`src/rtl/fb_port_arbiter_if.sv`:
```
// Requester and framebuffer port-A signal bundle for fb_port_arbiter.
// slave = arbiter side, master = requesters/RAM side.
interface fb_port_arbiter_if #(
   parameter int ADDR_W = 17,
   parameter int DATA_W = 12
);
   logic              vblank;
   logic              r1_vblank_only;

   logic              r0_req;
   logic              r0_we;
   logic [ADDR_W-1:0] r0_addr;
   logic [DATA_W-1:0] r0_wdata;
   logic              r0_gnt;
   logic              r0_rvalid;
   logic [DATA_W-1:0] r0_rdata;

   logic              r1_req;
   logic              r1_we;
   logic [ADDR_W-1:0] r1_addr;
   logic [DATA_W-1:0] r1_wdata;
   logic              r1_gnt;
   logic              r1_rvalid;
   logic [DATA_W-1:0] r1_rdata;

   logic              fb_en;
   logic              fb_we;
   logic [ADDR_W-1:0] fb_addr;
   logic [DATA_W-1:0] fb_wdata;
   logic [DATA_W-1:0] fb_rdata;
   logic              range_err;

   modport slave (
      input  vblank, r1_vblank_only,
      input  r0_req, r0_we, r0_addr, r0_wdata,
      output r0_gnt, r0_rvalid, r0_rdata,
      input  r1_req, r1_we, r1_addr, r1_wdata,
      output r1_gnt, r1_rvalid, r1_rdata,
      output fb_en, fb_we, fb_addr, fb_wdata,
      input  fb_rdata,
      output range_err
   );

   modport master (
      output vblank, r1_vblank_only,
      output r0_req, r0_we, r0_addr, r0_wdata,
      input  r0_gnt, r0_rvalid, r0_rdata,
      output r1_req, r1_we, r1_addr, r1_wdata,
      input  r1_gnt, r1_rvalid, r1_rdata,
      input  fb_en, fb_we, fb_addr, fb_wdata,
      output fb_rdata,
      input  range_err
   );
endinterface

```
`src/rtl/fb_port_arbiter.sv`:
```
// Round-robin arbiter sharing framebuffer port A between the CPU bridge (r0)
// and the blitter (r1), with optional vblank-only gating of r1.
module fb_port_arbiter #(
   parameter int ADDR_W   = 17,
   parameter int DATA_W   = 12,
   parameter int FB_DEPTH = 76800
) (
   input logic               clock,
   input logic               reset,
   fb_port_arbiter_if.slave  bus
);
   localparam logic [ADDR_W:0] DEPTH = (ADDR_W+1)'(FB_DEPTH);

   logic              e0, e1;
   logic              gnt0, gnt1;
   logic              accept;
   logic              last_grant;

   logic              a_we;
   logic [ADDR_W-1:0] a_addr;
   logic [DATA_W-1:0] a_wdata;
   logic              a_in_range;

   logic              fb_en_q, fb_we_q, range_err_q;
   logic [ADDR_W-1:0] fb_addr_q;
   logic [DATA_W-1:0] fb_wdata_q;

   // read-return tag pipeline: {valid_read, id, oob}
   logic              s1_valid, s1_id, s1_oob;
   logic              s2_valid, s2_id, s2_oob;

   always_comb begin
      e0   = bus.r0_req;
      e1   = bus.r1_req && (!bus.r1_vblank_only || bus.vblank);
      gnt0 = 1'b0;
      gnt1 = 1'b0;
      if (!reset) begin
         // on a tie, whoever was not granted last wins (last_grant = id of last winner)
         if (e0 && e1) begin
            gnt0 = last_grant;
            gnt1 = !last_grant;
         end else begin
            gnt0 = e0;
            gnt1 = e1;
         end
      end
   end

   assign accept = gnt0 || gnt1;

   always_comb begin
      if (gnt1) begin
         a_we    = bus.r1_we;
         a_addr  = bus.r1_addr;
         a_wdata = bus.r1_wdata;
      end else begin
         a_we    = bus.r0_we;
         a_addr  = bus.r0_addr;
         a_wdata = bus.r0_wdata;
      end
      a_in_range = {1'b0, a_addr} < DEPTH;
   end

   always_ff @(posedge clock) begin
      if (reset) begin
         last_grant  <= 1'b1;
         fb_en_q     <= 1'b0;
         fb_we_q     <= 1'b0;
         fb_addr_q   <= '0;
         fb_wdata_q  <= '0;
         range_err_q <= 1'b0;
         s1_valid    <= 1'b0;
         s1_id       <= 1'b0;
         s1_oob      <= 1'b0;
         s2_valid    <= 1'b0;
         s2_id       <= 1'b0;
         s2_oob      <= 1'b0;
      end else begin
         fb_en_q     <= accept;
         fb_we_q     <= accept && a_we && a_in_range;
         range_err_q <= accept && !a_in_range;
         if (accept) begin
            last_grant <= gnt1;
            fb_addr_q  <= a_addr;
            fb_wdata_q <= a_wdata;
         end
         s1_valid <= accept && !a_we;
         s1_id    <= gnt1;
         s1_oob   <= accept && !a_in_range;
         s2_valid <= s1_valid;
         s2_id    <= s1_id;
         s2_oob   <= s1_oob;
      end
   end

   assign bus.r0_gnt    = gnt0;
   assign bus.r1_gnt    = gnt1;
   assign bus.fb_en     = fb_en_q;
   assign bus.fb_we     = fb_we_q;
   assign bus.fb_addr   = fb_addr_q;
   assign bus.fb_wdata  = fb_wdata_q;
   assign bus.range_err = range_err_q;

   assign bus.r0_rvalid = s2_valid && !s2_id;
   assign bus.r1_rvalid = s2_valid &&  s2_id;
   // out-of-range reads return zero instead of whatever the RAM drives
   assign bus.r0_rdata  = (s2_valid && !s2_id && !s2_oob) ? bus.fb_rdata : '0;
   assign bus.r1_rdata  = (s2_valid &&  s2_id && !s2_oob) ? bus.fb_rdata : '0;

endmodule

```
`src/flat_wrapper.sv`:
```
// flat-port wrapper written by rule: the top's interface ports become plain ports
module fb_port_arbiter_flat 
#(
   parameter int ADDR_W   = 17,
   parameter int DATA_W   = 12,
   parameter int FB_DEPTH = 76800
)
  (clock, reset, bus_vblank, bus_r1_vblank_only, bus_r0_req, bus_r0_we, bus_r0_addr, bus_r0_wdata, bus_r0_gnt, bus_r0_rvalid, bus_r0_rdata, bus_r1_req, bus_r1_we, bus_r1_addr, bus_r1_wdata, bus_r1_gnt, bus_r1_rvalid, bus_r1_rdata, bus_fb_en, bus_fb_we, bus_fb_addr, bus_fb_wdata, bus_fb_rdata, bus_range_err);
  fb_port_arbiter_if #(.ADDR_W(ADDR_W), .DATA_W(DATA_W)) bus_i ();
  input logic clock;
  input logic reset;
  input wire logic [$bits(bus_i.vblank)-1:0] bus_vblank;
  input wire logic [$bits(bus_i.r1_vblank_only)-1:0] bus_r1_vblank_only;
  input wire logic [$bits(bus_i.r0_req)-1:0] bus_r0_req;
  input wire logic [$bits(bus_i.r0_we)-1:0] bus_r0_we;
  input wire logic [$bits(bus_i.r0_addr)-1:0] bus_r0_addr;
  input wire logic [$bits(bus_i.r0_wdata)-1:0] bus_r0_wdata;
  output wire logic [$bits(bus_i.r0_gnt)-1:0] bus_r0_gnt;
  output wire logic [$bits(bus_i.r0_rvalid)-1:0] bus_r0_rvalid;
  output wire logic [$bits(bus_i.r0_rdata)-1:0] bus_r0_rdata;
  input wire logic [$bits(bus_i.r1_req)-1:0] bus_r1_req;
  input wire logic [$bits(bus_i.r1_we)-1:0] bus_r1_we;
  input wire logic [$bits(bus_i.r1_addr)-1:0] bus_r1_addr;
  input wire logic [$bits(bus_i.r1_wdata)-1:0] bus_r1_wdata;
  output wire logic [$bits(bus_i.r1_gnt)-1:0] bus_r1_gnt;
  output wire logic [$bits(bus_i.r1_rvalid)-1:0] bus_r1_rvalid;
  output wire logic [$bits(bus_i.r1_rdata)-1:0] bus_r1_rdata;
  output wire logic [$bits(bus_i.fb_en)-1:0] bus_fb_en;
  output wire logic [$bits(bus_i.fb_we)-1:0] bus_fb_we;
  output wire logic [$bits(bus_i.fb_addr)-1:0] bus_fb_addr;
  output wire logic [$bits(bus_i.fb_wdata)-1:0] bus_fb_wdata;
  input wire logic [$bits(bus_i.fb_rdata)-1:0] bus_fb_rdata;
  output wire logic [$bits(bus_i.range_err)-1:0] bus_range_err;
  assign bus_i.vblank = bus_vblank;
  assign bus_i.r1_vblank_only = bus_r1_vblank_only;
  assign bus_i.r0_req = bus_r0_req;
  assign bus_i.r0_we = bus_r0_we;
  assign bus_i.r0_addr = bus_r0_addr;
  assign bus_i.r0_wdata = bus_r0_wdata;
  assign bus_r0_gnt = bus_i.r0_gnt;
  assign bus_r0_rvalid = bus_i.r0_rvalid;
  assign bus_r0_rdata = bus_i.r0_rdata;
  assign bus_i.r1_req = bus_r1_req;
  assign bus_i.r1_we = bus_r1_we;
  assign bus_i.r1_addr = bus_r1_addr;
  assign bus_i.r1_wdata = bus_r1_wdata;
  assign bus_r1_gnt = bus_i.r1_gnt;
  assign bus_r1_rvalid = bus_i.r1_rvalid;
  assign bus_r1_rdata = bus_i.r1_rdata;
  assign bus_fb_en = bus_i.fb_en;
  assign bus_fb_we = bus_i.fb_we;
  assign bus_fb_addr = bus_i.fb_addr;
  assign bus_fb_wdata = bus_i.fb_wdata;
  assign bus_i.fb_rdata = bus_fb_rdata;
  assign bus_range_err = bus_i.range_err;
  fb_port_arbiter #(.ADDR_W(ADDR_W), .DATA_W(DATA_W), .FB_DEPTH(FB_DEPTH)) u_core (.clock(clock), .reset(reset), .bus(bus_i));
endmodule
```
`config.mk`:
```
export PLATFORM = sky130hd
export DESIGN_NAME = fb_port_arbiter_flat
export DESIGN_NICKNAME = d
export VERILOG_FILES = /design/src/rtl/fb_port_arbiter_if.sv /design/src/rtl/fb_port_arbiter.sv /design/src/flat_wrapper.sv
export SDC_FILE = /design/constraint.sdc
export NUM_CORES = 1
export LEC_CHECK = 0
export ABC_CLOCK_PERIOD_IN_PS = 3310
export CAP_MARGIN = 20
export CORE_MARGIN = 3
export CORE_UTILIZATION = 39
export CTS_BUF_LIST = sky130_fd_sc_hd__clkbuf_4
export CTS_CLUSTER_SIZE = 40
export DETAILED_ROUTE_END_ITERATION = 6
export PLACE_DENSITY_LB_ADDON = 0.05
export SYNTH_ARGS = -nofsm -noshare
export SYNTH_HDL_FRONTEND = slang
export SYNTH_SLANG_ARGS = --single-unit
```
`constraint.sdc`:
```
create_clock -name clock -period 3.31 [get_ports clock]
set_clock_uncertainty 0.2 [all_clocks]
set_input_delay 0.4965 -clock clock [delete_from_list [all_inputs] [get_ports clock]]
set_output_delay 0.4965 -clock clock [all_outputs]
set_load 0.02 [all_outputs]
```
; ---- Word level (Yosys, flattened, before mapping)
; Index checks and enable logic that the tools add are counted.
[totals]
regBits = 38
latchBits = 0
mem_bits_rw = 0
romBits = 0
in_bits = 78
output_inout_bits = 60
wordCells = 39
mem_count = 0
[op_classes]
add_sub_neg = 0
n_mul = 0
div_mod_pow = 0
order_cmp = 1
eq_ne = 0
shift = 0
muxes = 9
bitwise_logic = 0
reduce_logical = 18
[op_table]
columns = cell, count
row1 = $mux 12, 3
row2 = $lt 17x17->1 const B, 1
row3 = $mux 17, 1
row4 = $logic_and 1x1->1, 10
row5 = $logic_not 1->1, 6
row6 = $mux 1, 5
row7 = $logic_or 1x1->1, 2

; ---- Longest topological paths before layout
; Gate-level depths: netlist of run 1.
[logic_depth]
word_depth = 10
depth_mapped = 7
depth_no_buf = 5

; ---- Worst setup path before layout of run 1
; OpenSTA, ideal clock, no wires.
[synth_path]
kind = input to output
startpoint = input reset
endpoint = output bus_r0_gnt
t_arrival_ps = 1406
required_ps = 2613
path_slack_ps = 1208
path_stages = 3
path_buffers = 2
cell_sequence = buf_6 > clkbuf_1 > nor3_1
[synth_between]
elab_chain_cells = 1
[synth_lines]
columns = item, line_no
row1 = from (decl), flat_wrapper.sv:11  ; input logic reset;
row2 = $mux 1, fb_port_arbiter.sv:37  ; if (!reset) begin
row3 = to (decl), flat_wrapper.sv:18  ; output wire logic [$bits(bus_i.r0_gnt)-1:0] bus_r0_gnt;
; Every way passes these cells.

; ---- Worst setup path after layout of run 1
[layout_path]
startpoint = input bus_r1_vblank_only
endpoint = output bus_r0_gnt
[layout_between]
elab_chain_cells = 6
[layout_lines]
columns = item, line_no
row1 = from (decl), flat_wrapper.sv:13  ; input wire logic [$bits(bus_i.r1_vblank_only)-1:0] bus_r1_vblank_only;
row2 = $logic_not 1->1, fb_port_arbiter.sv:34  ; e1 = bus.r1_req && (!bus.r1_vblank_only || bus.vblank);
row3 = $logic_or 1x1->1, fb_port_arbiter.sv:34
row4 = $logic_and 1x1->1, fb_port_arbiter.sv:34
row5 = $logic_and 1x1->1, fb_port_arbiter.sv:39  ; if (e0 && e1) begin
row6 = $mux 1, fb_port_arbiter.sv:39
row7 = $mux 1, fb_port_arbiter.sv:37
; Every way passes these cells.

==> results_dict.tcl, run 1 <==
set metrics [dict create \
    wire_per_inst_um 13.6 \
    die_h_um 77.3 \
    power_frac_clock 0.217 \
    num-fill-cells 417 \
    cp_num_buf_inv 2 \
    grt_max_degree 43 \
    crit_family "buffers and inverters" \
    final_cell_mix "clkdlybuf4s50_1 (136), nand2_1 (59), dfxtp_1 (38), nor2_1 (30), a311oi_2 (29)" \
    die_w_um 77.3 \
    ys_warn_count 0 \
    layout.cells.most_common "clkdlybuf4s50_1" \
    rsz0062_at_grt "no" \
    avgSynthCellArea_um2 8.80 \
    cts_made_buffers 5 \
    dp_hpwl_mm 4.42 \
    end_kind "output pin" \
    core-area_um2 4820 \
    hold_violations 0 \
    power.switching_mw 0.319 \
    grt_overflow_total 0 \
    critPathRequiredTime_ns 2.61 \
    max_stage_delay_ns 0.63 \
    cts_tree "built" \
    drive_gt1_frac 0.132 \
    swShare 0.289 \
    combPwrFrac 0.321 \
    ir_worst_vdd_v 0.000228 \
    crit_top_cell "clkdlybuf4s50_1" \
    cp.depth 6 \
    place.gp.congestion 0.782 \
    start_kind "input port" \
    cts_sinks 38 \
    via_per_inst 4.79 \
    hold_buffers 0 \
    grt_pass1_vias 1958 \
    ys_ff_latch 38 \
    arrival_ns 1.97 \
    slew_headroom 0.662 \
    power.density_nw_per_um2 322 \
    cp_cell_sequence "clkdlybuf4s50_1 -> nand2b_4 -> nand2_1 -> nor2_1 -> nor3_1 -> clkdlybuf4s50_1" \
    nets 434 \
    synth_top_area_share 0.384 \
    synth_nets 303 \
    die_area_um2 5970 \
    synthCells 225 \
    grt.total_usage 0.192 \
    num_antenna_cells 0 \
    synth.distinct_cells 25 \
    finalSetupTns_ns 0 \
    period_needed_ns 2.67 \
    clk_latency_ns 0.33 \
    status "finished, final reports clean" \
    report.final.slew_viol_count 0 \
    yosysTopAreaCell "dfxtp_1" \
    fin_crit_sh 0.806 \
    syn_to_final_growth_pct 73.0 \
    path_class "input port to output pin" \
    post-cts-setup-buffer-count 0 \
    vias 2026 \
    ant_nets 0 \
    ios 138 \
    timing.max_cap.violations 0 \
    initial_core_util 0.411 \
    holdCritPathClass "input port to register" \
    cts-root-buf "clkbuf_4" \
    seqPwrFrac 0.462 \
    rr_worst_depth 6 \
    internal_power_mw 0.786 \
    min_delay_path_depth 2 \
    tightestPinTransition_ns 0.507 \
    clock.fmax_mhz 375 \
    port_buffers 137 \
    crit_slowest_cell "clkdlybuf4s50_1" \
    clk_pin_slew_ns 0.11 \
    firstDrtPassIters 4 \
    hold_slack_ns 0.235 \
    clockBufferDepth 2 \
    yosys-top-cells-area "dfxtp_1 (38%), a311oi_2 (22%), nand2_1 (11%), and2_1 (8.2%), nor2_1 (5.7%)" \
    h-tree-depth 2 \
    rows 25 \
    syn_area_um2 1980 \
    grt_pass1_wl_mm 9.29 \
    yosysSeqAreaShare 0.384 \
    drc 0 \
    drt_first_iter_violations 64 \
    cp_max_fo 3 \
    wl_mm 5.75 \
    antenna_found_initial 0 \
    setup_viol 0 \
    cts_resized 0 \
    p_leak_nw 1.32 \
]
==> final cells by class <==
| cell class | instances | area (um2) | area share |
|---|---|---|---|
| sequential | 38 | 761 | 0.222 |
| multi-input combinational | 166 | 1100 | 0.321 |
| inverter | 3 | 12.5 | 0.00365 |
| tap | 67 | 83.8 | 0.0245 |
| clock buffer | 7 | 52.6 | 0.0153 |
| timing repair buffer | 142 | 1420 | 0.413 |
==> metrics by stage <==
| step | setup slack (ns) | cell area (um2) | power [mW] | instances | util |
|---|---|---|---|---|---|
| after floorplan | 1.21 | 1980 | 0.690 | 225 | - |
| after global placement | 0.643 | 3370 | 0.873 | 416 | 0.701 |
| after detailed placement | 0.620 | 3370 | 0.878 | 416 | 0.701 |
| after CTS | 0.624 | 3430 | 1.12 | 423 | 0.711 |
| after global routing | 0.524 | 3430 | 1.16 | 423 | 0.711 |
| final | 0.642 | 3430 | 1.11 | 423 | 0.711 |
==> path summary, 6_finish.rpt <==
kind,startpoint,slack [ns],to
min,reset,0.24,u_core.last_grant$_SDFFE_PP1P_
max,bus_r1_vblank_only,0.64,bus_r0_gnt
min reg2reg,u_core.s1_valid$_SDFF_PP0_,0.25,u_core.s2_valid$_SDFF_PP0_
max reg2reg,u_core.last_grant$_SDFFE_PP1P_,1.56,u_core.bus.fb_we$_SDFF_PP0_
==> layer usage <==
layer | wire [um] | global-route usage
met2 | 2810 | 0.329
met3 | 676 | 0.0669
met1 | 2240 | 0.229
met4 | 19 | 0.0480
met5 | 0 | 0
==> synthesized netlist by cell type <==
| master | number |
|---|---|
| and3b_1 | 1 |
| and4b_1 | 1 |
| dfxtp_1 | 38 |
| nor3_1 | 1 |
| nor3b_1 | 1 |
| clkinv_2 | 1 |
| buf_6 | 3 |
| buf_4 | 3 |
| a311oi_2 | 29 |
| a21oi_1 | 3 |
| o311ai_0 | 2 |
| a21boi_0 | 1 |
| nand2_1 | 59 |
| clkbuf_1 | 7 |
| a211o_1 | 1 |
| nand3_2 | 1 |
| mux2i_1 | 1 |
| inv_1 | 2 |
| a21oi_2 | 1 |
| a21o_1 | 1 |
| nor2b_1 | 6 |
| and2_1 | 26 |
| buf_2 | 5 |
| nand2b_4 | 1 |
| nor2_1 | 30 |
==> cell families (layout without fill, tap and decap cells) <==
| group | after synthesis | count (layout) | synth area share |
|---|---|---|---|
| and+or+nand+nor | 127 | 127 | 0.298 |
| muxes | 1 | 1 | 0.00505 |
| AOI/OAI and AO/OA | 38 | 38 | 0.253 |
| buffers and inverters | 21 | 152 | 0.0606 |
| DFF | 38 | 38 | 0.384 |
==> sequential cells by signal, summed over array words and instances, names as in the netlist <==
signal	cells
u_core.bus.fb_we	1
u_core.last_grant	1
u_core.bus.fb_addr	17
u_core.bus.fb_en	1
u_core.bus.range_err	1
u_core.s2_id	1
u_core.bus.fb_wdata	12
u_core.s2_oob	1
u_core.s1_valid	1
u_core.s2_valid	1
u_core.s1_id	1
==> power groups by stage <==
stage	sequential, mW	combinational, mW	clock (mW)
2_1_floorplan	0.561	0.129	0
3_3_place_gp	0.520	0.353	0
3_5_place_dp	0.521	0.357	0
4_1_cts	0.511	0.358	0.250
5_1_grt	0.516	0.381	0.262
6_report	0.510	0.355	0.240
(Power assumes the default switching activity.)
==> run 2, diff against run 1 <==
--- a/config.mk
+++ b/config.mk
@@ -5,10 +5,10 @@
 export SDC_FILE = /design/constraint.sdc
 export NUM_CORES = 1
 export LEC_CHECK = 0
-export ABC_CLOCK_PERIOD_IN_PS = 3310
+export ABC_CLOCK_PERIOD_IN_PS = 2100
 export CAP_MARGIN = 20
 export CORE_MARGIN = 3
-export CORE_UTILIZATION = 39
+export CORE_UTILIZATION = 33
 export CTS_BUF_LIST = sky130_fd_sc_hd__clkbuf_4
 export CTS_CLUSTER_SIZE = 40
 export DETAILED_ROUTE_END_ITERATION = 6
==> constraint.sdc (replaced) <==
create_clock -name clock -period 2.1 [get_ports clock]
set_clock_uncertainty 0.2 [all_clocks]
set_input_delay 0.315 -clock clock [delete_from_list [all_inputs] [get_ports clock]]
set_output_delay 0.315 -clock clock [all_outputs]
set_load 0.02 [all_outputs]
==> run 2 against run 1 <==
Against the previous run:
- core utilization shrank 10 points
- non-clock buffer count grew 8
- global-route usage shrank 2.4 points
- die area grew 17%
- via count grew 2.1%
- routed wire length grew 5.0%
- final area grew 0.11%
- final cell count grew 3.3%
- clock-buffer cell count is the same
- largest cell class unchanged
==> results_dict.tcl, run 2 (synthesis gave the netlist of run 1 again) <==
set metrics [dict create \
    status "finished, final reports clean" \
    swShare 0.286 \
    rsz0062_at_grt "no" \
    cts_sinks 38 \
    cp_cell_sequence "clkdlybuf4s50_1 -> nand2b_4 -> nand2_1 -> nor2_1 -> nor3_1 -> dlygate4sd2_1" \
    port_buffers 137 \
    clockBufferDepth 2 \
    path_class "input port to output pin" \
    fin_area_um2 3430 \
    drc 0 \
    power_frac_clock 0.211 \
    die_h_um 83.5 \
    antenna_found_initial 0 \
    nets 443 \
    syn_to_final_growth_pct 73.2 \
    p_leak_nw 1.44 \
    die_area_um2 6970 \
    cp_max_fo 3 \
    internal_power_mw 1.24 \
    grt_pass1_vias 1901 \
    wire_per_inst_um 13.8 \
    setup_viol 0 \
    max_stage_delay_ns 0.50 \
    grt_overflow_total 0 \
    h-tree-depth 2 \
    final_cell_mix "clkdlybuf4s50_1 (110), nand2_1 (59), dfxtp_1 (36), nor2_1 (30), a311oi_2 (29)" \
    drt_first_iter_violations 57 \
    clk_latency_ns 0.32 \
    die_w_um 83.5 \
    ant_nets 0 \
    dp_hpwl_mm 4.57 \
    firstDrtPassIters 4 \
    vias 2069 \
    hold_violations 0 \
    drive_gt1_frac 0.205 \
    layout.cells.most_common "clkdlybuf4s50_1" \
    fin_crit_sh 0.959 \
    power.density_nw_per_um2 507 \
    end_kind "output pin" \
    finalSetupTns_ns 0 \
    cts-root-buf "clkbuf_4" \
    power.switching_mw 0.497 \
    tightestPinTransition_ns 0.388 \
    seqPwrFrac 0.463 \
    grt_pass1_wl_mm 9.60 \
    place.gp.congestion 0.778 \
    ir_worst_vdd_v 0.000302 \
    ios 138 \
    slew_headroom 0.738 \
    combPwrFrac 0.325 \
    clk_pin_slew_ns 0.11 \
    grt.total_usage 0.168 \
    num-fill-cells 520 \
    placed_area_um2 3440 \
    report.final.slew_viol_count 0 \
    via_per_inst 4.73 \
    num_antenna_cells 0 \
    crit_slowest_cell "clkdlybuf4s50_1" \
    holdCritPathClass "input port to register" \
    grt_max_degree 32 \
    rows 27 \
    timing.max_cap.violations 0 \
    critPathRequiredTime_ns 1.58 \
    initial_core_util 0.351 \
    period_needed_ns 2.01 \
    start_kind "input port" \
    clock.fmax_mhz 497 \
    core-area_um2 5640 \
    cts_tree "built" \
    arrival_ns 1.50 \
    cts_made_buffers 5 \
    largest_register_ffs 17 \
    hold_buffers 0 \
    wl_mm 6.03 \
]
-- run 2: critical path, delay by kind of cell --
kind                   cells  cell delay (ns)
buffers and inverters      2             0.85
AND/OR/NAND/NOR            4             0.34
-- run 2: layout make-up --
class                           instances  area (um2)  share of cell area
Sequential cell                        38         763               0.222
Multi-Input combinational cell        167        1120               0.325
Tap cell                               72        90.1              0.0263
Clock buffer                            7        52.6              0.0153
Timing Repair Buffer                  150        1400               0.407
Inverter                                3        12.5             0.00365
-- run 2: final timing paths --
path	startpoint	slack [ns]	cells after the start	endpoint
setup / recovery	bus_r1_vblank_only	0.09	6	bus_r0_gnt
setup reg to reg	u_core.last_grant$_SDFFE_PP1P_	0.36	6	u_core.bus.fb_we$_SDFF_PP0_
hold / removal	reset	0.22	3	u_core.bus.fb_wdata[2]$_SDFFE_PP0P_
hold reg to reg	u_core.s1_id$_SDFF_PP0_	0.24	1	u_core.s2_id$_SDFF_PP0_
-- run 2: power groups by stage --
stage | clock network (mW) | registers, mW | logic (mW)
2_1_floorplan | 0 | 0.885 | 0.203
3_3_place_gp | 0 | 0.820 | 0.572
3_5_place_dp | 0 | 0.822 | 0.577
4_1_cts | 0.391 | 0.806 | 0.574
5_1_grt | 0.418 | 0.815 | 0.608
6_report | 0.368 | 0.806 | 0.566
-- run 2: routing by layer --
layer  track usage  up-vias  wire length (um)
met5             0        -                 0
met4        0.0351        0                46
met3        0.0731        4               594
met2         0.265       91              2650
met1         0.214      927              2750
li1              -     1047                 -
-- run 2: metrics by stage --
stage / cells / hold WS [ns] / power [mW] / util / setup WS (ns)
final: 437 / 0.222 / 1.74 / 0.608 / 0.0864
after global routing: 437 / 0.207 / 1.84 / 0.608 / 0.00489
after CTS: 435 / 0.206 / 1.77 / 0.615 / 0.00541
after detailed placement: 427 / 0.226 / 1.40 / 0.609 / -0.199
after global placement: 427 / 0.215 / 1.39 / 0.609 / -0.192
after floorplan: 225 / 0.214 / 1.09 / - / 0.361
-- run 2: timing repair --
action / in CTS / in global routing
resized for setup: 27 / 35
pin swaps: 1 / 1
gates cloned: 0 / 1
setup endpoints to repair: 26 / 16
setup buffers: 1 / 1
